--- config.mk ---
export PLATFORM = sky130hd
export DESIGN_NAME = tlb_ctrl
export DESIGN_NICKNAME = d
export VERILOG_FILES = /design/src/rtl/tlb_pkg.sv /design/src/rtl/tlb_random.sv /design/src/rtl/tlb_ctrl.sv
export SDC_FILE = /design/constraint.sdc
export NUM_CORES = 1
export LEC_CHECK = 0
export ABC_CLOCK_PERIOD_IN_PS = 4350
export BUFFER_PORTS_ARGS = -buffer_cell sky130_fd_sc_hd__buf_2
export CORE_AREA = 8 8 167 169
export CTS_BUF_LIST = sky130_fd_sc_hd__clkbuf_4
export CTS_CLUSTER_SIZE = 40
export DETAILED_ROUTE_END_ITERATION = 6
export DIE_AREA = 0 0 175 177
export SLEW_MARGIN = 0
export SYNTH_ARGS = -nofsm -noshare
export SYNTH_HDL_FRONTEND = slang
export SYNTH_SLANG_ARGS = --single-unit
--- constraint.sdc ---
create_clock -name clk -period 4.35 [get_ports clk]
set_input_delay 1.0875 -clock clk [delete_from_list [all_inputs] [get_ports clk]]
set_output_delay 1.0875 -clock clk [all_outputs]
set_load 0.005 [all_outputs]
--- src/rtl/tlb_pkg.sv ---
// Shared TLB definitions: opcode encoding, entry layout constants and the
// sequencer state type used by tlb_ctrl.
package tlb_pkg;

  typedef enum logic [1:0] {
    OP_TLBR  = 2'b00,
    OP_TLBWI = 2'b01,
    OP_TLBWR = 2'b10,
    OP_TLBP  = 2'b11
  } tlb_op_e;

  typedef enum logic [1:0] {
    ST_IDLE = 2'b00,
    ST_EXEC = 2'b01,
    ST_RESP = 2'b10
  } tlb_state_e;

  localparam int TLB_ENTRY_W    = 86;
  localparam int TLB_VPN2_HI    = 70;
  localparam int TLB_VPN2_LO    = 52;
  localparam int TLB_P_MISS_BIT = 31;

  function automatic logic is_write(input tlb_op_e op);
    return (op == OP_TLBWI) || (op == OP_TLBWR);
  endfunction

endpackage

--- src/rtl/tlb_random.sv ---
// Random/Wired register pair for TLBWR victim selection.
// Random counts down from ENTRIES-1 to Wired, then wraps back to ENTRIES-1.
// A Wired write reloads Random to ENTRIES-1. If Wired >= ENTRIES-1 Random
// stays pinned at ENTRIES-1.
// Ports:
//   clk, rst      clock, synchronous active-high reset
//   wired_we      Wired write strobe
//   wired_i       new Wired value
//   random_o      current Random
//   wired_o       current Wired
module tlb_random #(
  parameter int ENTRIES = 16,
  parameter int IDX_W   = $clog2(ENTRIES)
) (
  input  logic             clk,
  input  logic             rst,
  input  logic             wired_we,
  input  logic [IDX_W-1:0] wired_i,
  output logic [IDX_W-1:0] random_o,
  output logic [IDX_W-1:0] wired_o
);

  localparam logic [IDX_W-1:0] TOP = IDX_W'(ENTRIES - 1);

  logic [IDX_W-1:0] random_q, wired_q;

  always_ff @(posedge clk) begin
    if (rst) begin
      random_q <= TOP;
      wired_q  <= '0;
    end else if (wired_we) begin
      wired_q  <= wired_i;
      random_q <= TOP;
    end else if (wired_q >= TOP || random_q == wired_q) begin
      random_q <= TOP;
    end else begin
      random_q <= random_q - 1'b1;
    end
  end

  assign random_o = random_q;
  assign wired_o  = wired_q;

endmodule

--- src/rtl/tlb_ctrl.sv ---
// TLB management sequencer (TLBR/TLBWI/TLBWR/TLBP).
// Accepts one op at a time (IDLE -> EXEC -> RESP), drives the TLB write and
// probe ports for the single EXEC cycle, captures read/probe results at the
// end of EXEC and reports them as a one-cycle resp_valid pulse.
// Build option: TLB_CTRL_RANDOM_EN enables the Random/Wired registers
// (tlb_random) and makes TLBWR write at Random; otherwise TLBWR acts as TLBWI,
// random_o is ENTRIES-1, wired_o is 0 and wired_we is ignored.
// Ports:
//   clk, rst                        clock, synchronous active-high reset
//   req_valid/req_ready/req_op      request handshake and opcode
//   entry_i, index_i                CP0 entry image and Index
//   wired_we, wired_i               Wired register write
//   tlb_we, tlb_config,
//   tlb_config_index, tlb_p         TLB write/probe port
//   tlb_p_res_i                     probe result (bit 31 miss)
//   tlb_rd_index, tlb_rd_entry_i    TLB read port
//   resp_valid/op/entry/index       completion pulse to CP0
//   random_o, wired_o, busy         status
module tlb_ctrl
  import tlb_pkg::*;
#(
  parameter int ENTRIES = 16,
  parameter int IDX_W   = $clog2(ENTRIES)
) (
  input  logic                   clk,
  input  logic                   rst,
  input  logic                   req_valid,
  output logic                   req_ready,
  input  logic [1:0]             req_op,
  input  logic [TLB_ENTRY_W-1:0] entry_i,
  input  logic [IDX_W-1:0]       index_i,
  input  logic                   wired_we,
  input  logic [IDX_W-1:0]       wired_i,
  output logic                   tlb_we,
  output logic [TLB_ENTRY_W-1:0] tlb_config,
  output logic [IDX_W-1:0]       tlb_config_index,
  output logic                   tlb_p,
  input  logic [31:0]            tlb_p_res_i,
  output logic [IDX_W-1:0]       tlb_rd_index,
  input  logic [TLB_ENTRY_W-1:0] tlb_rd_entry_i,
  output logic                   resp_valid,
  output logic [1:0]             resp_op,
  output logic [TLB_ENTRY_W-1:0] resp_entry,
  output logic [31:0]            resp_index,
  output logic [IDX_W-1:0]       random_o,
  output logic [IDX_W-1:0]       wired_o,
  output logic                   busy
);

  tlb_state_e       state_q;
  tlb_op_e          op_q;
  logic [IDX_W-1:0] idx_q;
  tlb_op_e          req_op_e;
  logic [IDX_W-1:0] tgt_idx;

  assign req_op_e = tlb_op_e'(req_op);

`ifdef TLB_CTRL_RANDOM_EN
  tlb_random #(.ENTRIES(ENTRIES), .IDX_W(IDX_W)) u_random (
    .clk      (clk),
    .rst      (rst),
    .wired_we (wired_we),
    .wired_i  (wired_i),
    .random_o (random_o),
    .wired_o  (wired_o)
  );
  // random_o is the pre-edge value, so a coincident Wired write cannot
  // disturb the victim a TLBWR latches on the same edge.
  assign tgt_idx = (req_op_e == OP_TLBWR) ? random_o : index_i;
`else
  logic unused_wired;
  assign unused_wired = ^{wired_we, wired_i};
  assign random_o     = IDX_W'(ENTRIES - 1);
  assign wired_o      = '0;
  assign tgt_idx      = index_i;
`endif

  assign req_ready    = (state_q == ST_IDLE);
  assign busy         = (state_q != ST_IDLE);
  assign tlb_rd_index = (state_q == ST_EXEC && op_q == OP_TLBR) ? idx_q : '0;

  // Port outputs are registered: loaded on the accept edge so they are valid
  // for the whole EXEC cycle, and cleared on the edge that leaves EXEC.
  always_ff @(posedge clk) begin
    if (rst) begin
      state_q          <= ST_IDLE;
      op_q             <= OP_TLBR;
      idx_q            <= '0;
      tlb_we           <= 1'b0;
      tlb_p            <= 1'b0;
      tlb_config       <= '0;
      tlb_config_index <= '0;
      resp_valid       <= 1'b0;
      resp_op          <= 2'b00;
      resp_entry       <= '0;
      resp_index       <= '0;
    end else begin
      case (state_q)
        ST_IDLE: begin
          if (req_valid) begin
            op_q             <= req_op_e;
            idx_q            <= tgt_idx;
            tlb_we           <= is_write(req_op_e);
            tlb_p            <= (req_op_e == OP_TLBP);
            tlb_config       <= (req_op_e == OP_TLBR) ? '0 : entry_i;
            tlb_config_index <= is_write(req_op_e) ? tgt_idx : '0;
            state_q          <= ST_EXEC;
          end
        end
        ST_EXEC: begin
          tlb_we           <= 1'b0;
          tlb_p            <= 1'b0;
          tlb_config       <= '0;
          tlb_config_index <= '0;
          resp_valid       <= 1'b1;
          resp_op          <= op_q;
          resp_entry       <= (op_q == OP_TLBR) ? tlb_rd_entry_i : '0;
          resp_index       <= (op_q == OP_TLBP) ? tlb_p_res_i : '0;
          state_q          <= ST_RESP;
        end
        default: begin
          resp_valid <= 1'b0;
          resp_op    <= 2'b00;
          resp_entry <= '0;
          resp_index <= '0;
          state_q    <= ST_IDLE;
        end
      endcase
    end
  end

endmodule

Word-level counts from Yosys, hierarchy flattened
Index checks and enable logic that the tools add are counted.
{"block": "totals", "register_bits": 221, "out_inout_bits": 227}
{"block": "op_classes", "eq_ne": 6, "n_mux": 19, "reduce_logical": 9}
{"op": "case mux 86 bit (2 select lines)", "count": 2}
{"op": "two-way mux 86 bit", "count": 3}
{"op": "case mux 32 bit (2 select lines)", "count": 1}
{"op": "two-way mux 32 bit", "count": 1}
{"op": "two-way mux 4 bit", "count": 3}
{"op": "case mux 2 bit (2 select lines)", "count": 2}
{"op": "case mux 4 bit (2 select lines)", "count": 1}
{"op": "== test 2 bit (second input constant)", "count": 3}
{"op": "logical NOT 2 bit", "count": 3}
{"op": "case mux 1 bit (2 select lines)", "count": 3}
{"op": "== test 2 x 1 -> 1 bit (second input constant)", "count": 2}
{"op": "AND reduction 2 bit", "count": 2}
{"op": "nonzero test 2 bit", "count": 2}
{"op": "two-way mux 1 bit", "count": 2}
{"op": "two-way mux 2 bit", "count": 1}
{"op": "inequality test 2 bit (second input constant)", "count": 1}
{"op": "logical AND 1 bit", "count": 1}
{"op": "logical OR 1 bit", "count": 1}

Depth between registers and ports, before layout
{"block": "depth", "ltp_word": 5, "ltp_mapped": 7, "mapped_depth_nobuf": 4}

Worst setup path before layout
No wires, ideal clock.
{"block": "synth_timing", "path_type": "input -> register", "from": "in req_op[0]", "to": "reg tlb_config[15]", "t_arrival_ps": 2055, "t_required_ps": 4233, "slack_ps": 2178, "path_stages": 7, "path_cell_list": "inv_1 ha_1 and3b_1 buf_2 buf_4 buf_2 a22o_1"}
{"block": "synth_via", "elab_chain_len": 4}
{"item": "start: declaration", "line": "tlb_ctrl.sv:29", "source": "input logic [1:0] req_op,"}
{"item": "logical NOT 2 bit", "line": "tlb_ctrl.sv:105", "source": "tlb_config <= (req_op_e == OP_TLBR) ? '0 : entry_i;"}
{"item": "two-way mux 86 bit", "line": "tlb_ctrl.sv:105"}
{"item": "two-way mux 86 bit", "line": "tlb_ctrl.sv:100", "source": "if (req_valid) begin"}
{"item": "case mux 86 bit (2 select lines)", "line": "tlb_ctrl.sv:98", "source": "case (state_q)"}
{"item": "end signal: assignment", "line": "tlb_ctrl.sv:105"}
{"item": "end: declaration", "line": "tlb_ctrl.sv:35", "source": "output logic [TLB_ENTRY_W-1:0] tlb_config,"}
No other way between the ends. The select of a mux whose other input is x is not followed.
A chain may end at the register's enable or synchronous reset.

Final worst setup path
{"block": "layout_timing", "from": "reg state_q[0]", "to": "out tlb_rd_index[1]"}
{"block": "layout_via", "elab_chain_len": 3}
{"item": "start: declaration", "line": "tlb_ctrl.sv:50", "source": "tlb_state_e state_q;"}
{"item": "start signal: assignment", "line": "tlb_ctrl.sv:86", "source": "state_q <= ST_IDLE;"}
{"item": "start signal: assignment", "line": "tlb_ctrl.sv:107", "source": "state_q <= ST_EXEC;"}
{"item": "start signal: assignment", "line": "tlb_ctrl.sv:119", "source": "state_q <= ST_RESP;"}
{"item": "== test 2 x 1 -> 1 bit", "line": "tlb_ctrl.sv:80", "source": "assign tlb_rd_index = (state_q == ST_EXEC && op_q == OP_TLBR) ? idx_q : '0;"}
{"item": "logical AND 1 bit", "line": "tlb_ctrl.sv:80"}
{"item": "two-way mux 4 bit", "line": "tlb_ctrl.sv:80"}
{"item": "end: declaration", "line": "tlb_ctrl.sv:39", "source": "output logic [IDX_W-1:0] tlb_rd_index,"}
No other way between the ends.

==> results by group <==
Status
  • Status: finished clean

Critical path
  • Cell depth of the worst flop-to-flop path: 3
  • CP endpoint: tlb_rd_index[1]
  • Worst R2R Setup Slack: 2.18 ns
  • CP Data Required Time: 3.26 ns
  • Critical path origin: state_q[0]
  • CP arrival: 1.90 ns
  • RR Endpoint: resp_index[25]
  • Critical Path Fanout Max: 10
  • CP Capture Type: primary output
  • Nature of the critical path startpoint: register
  • Reg2reg start: state_q[0]
  • Crit Path Category: reg2out

Global routing
  • Total GRT Usage: 14.9%
  • First-pass GRT wire length: 36.9 mm
  • Initial antenna violation count: 4
  • GRT overflow: 0
  • Largest net degree at the start of global routing: 93
  • Vias in the first global route: 6637

Route
  • First-pass DRT Iterations: 4
  • Post-route ant nets: 0
  • Routed wire length: 24.9 mm
  • Routed len/inst: 18.2 um
  • Initial DRC count: 238
  • Via count: 6149
  • DRC: 0
  • DR vias/cell: 4.50

Placement
  • RePlAce Congestion: 0.758
  • Place WS: 1.43 ns
  • IO buf count: 431
  • DP HPWL: 18.0 mm

Logic synthesis
  • Mapped Area: 6860 um2
  • Post-synthesis async set-or-reset flop share: 0%
  • Most frequent cell after synthesis: dfxtp_1
  • Flops & latches, synth: 221
  • EDFF count, synth: 0
  • Average size of a mapped cell: 12.7 um2
  • Synth top area cells: dfxtp_1 (65%), a22o_1 (27%), buf_2 (1.2%)
  • Post-synth top area share: 64.5%
  • Cell taking the most area after synthesis: dfxtp_1
  • Netlist cell types: 25
  • Seq/Total Area, Yosys: 64.5%
  • Leading register cell type out of synthesis: dfxtp_1
  • Synthesis Warnings: 0
  • Post-Syn Instances: 539
  • Most instantiated cells after synthesis: dfxtp_1 (221), a22o_1 (209), clkbuf_1 (19), buf_2 (17), nand2_1 (13)

CTS
  • Hold bufs inserted after CTS: 0
  • Root Driver: clkbuf_4
  • Post-CTS Resized: 0
  • TritonCTS buffer count: 57
  • CTS sink cnt: 221
  • Latest clock arrival within the worst-skew pair: 0.65 ns
  • Clk slew on worst S/H paths: 0.07 ns
  • Clock Path Buffers: 3
  • Postcts setup bufs: 0
  • CTS H-Tree Depth: 2
  • CTS tree: built

Timing
  • Achievable Freq: 335 MHz
  • Worst slew pin tran: 0.993 ns
  • Final setup vio count: 0
  • Final hold violations: 0
  • Hold WS: 0.451 ns
  • Setup_tns: 0 ns
  • Slack of the critical path: 1.36 ns
  • Slew margin rel.: 33.8%
  • Slew Limit Fails: 0
  • RSZ-0062 raised after global routing: false
  • Clock skew: 0.0211 ns
  • Tmin final: 2.99 ns
  • Ratio of final minimum period to clock period: 68.6%

Floorplan
  • Die height: 177 um
  • Die width: 175 um
  • Ports: 445
  • Placeable Area: 25500 um2
  • Starting Density: 26.9%
  • Site Rows: 59
  • Die Area: 31000 um2

Layout
  • Layout Nets: 1204
  • Fillcell total: 2572
  • Storage element area: 4420 um2
  • Share of cells above drive strength 1: 51.7%
  • Area of the multi-input gates: 2150 um2
  • Area delta synth->final: 46.3%

Pwr
  • VDD IR-drop max: 192 uV
  • Leak Pwr: 5.17 nW
  • Power Density: 444 nW/um2

Min path
  • Worst hold path class: reg2reg

Flow run
  • Max Cap Violations: 0
## power by group
group          internal, mW  switching [mW]
sequential             2.11          0.0444
clock                  1.08           0.853
combinational         0.187           0.184
total                  3.37            1.08
## worst max-delay path, stage by stage (launching register included)
cell and delay (ns):
dfxtp_1 0.57, nand2b_1 0.09, nor3_1 0.30, and2_1 0.19, buf_2 0.11
## kinds of logic (layout without fill, tap and decap cells)
family          after synthesis  count (layout)  synth area share, %
flops                       221             221                 64.5
buf+inv                      61             546                 4.69
other cells                   2              10                0.110
compound gates              217             217                 27.4
mux                           2               2                0.292
fa+ha+maj                     2               2                0.365
simple gates                 34              34                 2.63
## sequential cells by signal, summed over array words and instances (netlist names)
| register | flops |
|---|---|
| op_q | 2 |
| resp_index | 32 |
| state_q | 2 |
| idx_q | 4 |
| tlb_we | 1 |
| tlb_p | 1 |
| resp_op | 2 |
| tlb_config | 86 |
| tlb_config_index | 4 |
| resp_entry | 86 |
| resp_valid | 1 |
## placed cells by master (no fill, tap or decap), types with 3 or more instances in the layout
cell and instances:
and2_1 4, dfxtp_1 221, a21oi_1 6, bufinv_16 4, inv_1 4, buf_2 431
clkinv_2 5, clkbuf_4 78, buf_4 5, nor2_1 3, a22o_1 209, nor3_1 4
conb_1 8, nand2_1 13, clkinv_1 17
## worst min path at each step
stage	start	to	slack, ns	cells after the start
6_report	tlb_we	tlb_we	0.45	1
5_1_grt	idx_q[0]	idx_q[0]	0.47	2
4_1_cts	tlb_we	tlb_we	0.45	1
3_5_place_dp	tlb_we	tlb_we	0.44	1
3_3_place_gp	tlb_we	tlb_we	0.43	1
2_1_floorplan	idx_q[0]	idx_q[0]	0.43	2
## metrics by stage
| step | power, mW | area (um2) | util (%) | instances |
|---|---|---|---|---|
| global placement | 2.57 | 9230 | 36.2 | 1260 |
| floorplan | 2.35 | 6880 | - | 545 |
| global route | 4.69 | 10000 | 39.4 | 1367 |
| CTS | 4.54 | 10000 | 39.4 | 1365 |
| finish | 4.45 | 10000 | 39.4 | 1367 |
| detailed placement | 2.57 | 9230 | 36.2 | 1260 |
## area by class of cell
class	count	area share (%)
well taps	335	4.18
diodes	2	0.0499
multi-input cells	263	21.5
repair buffers	437	22.1
inverters	4	0.150
clock inverters	27	2.12
flip-flops and latches	221	44.1
clock buffers	78	5.84
## metal layers
| metal | vias up | wire [um] | track usage [%] |
|---|---|---|---|
| met5 | - | 22 | 0 |
| met4 | 4 | 587 | 5.69 |
| met3 | 56 | 2930 | 7.85 |
| met2 | 351 | 11800 | 25.6 |
| met1 | 2789 | 9510 | 15.3 |
| li1 | 2949 | - | - |
Power figures use the tool's default switching activity.
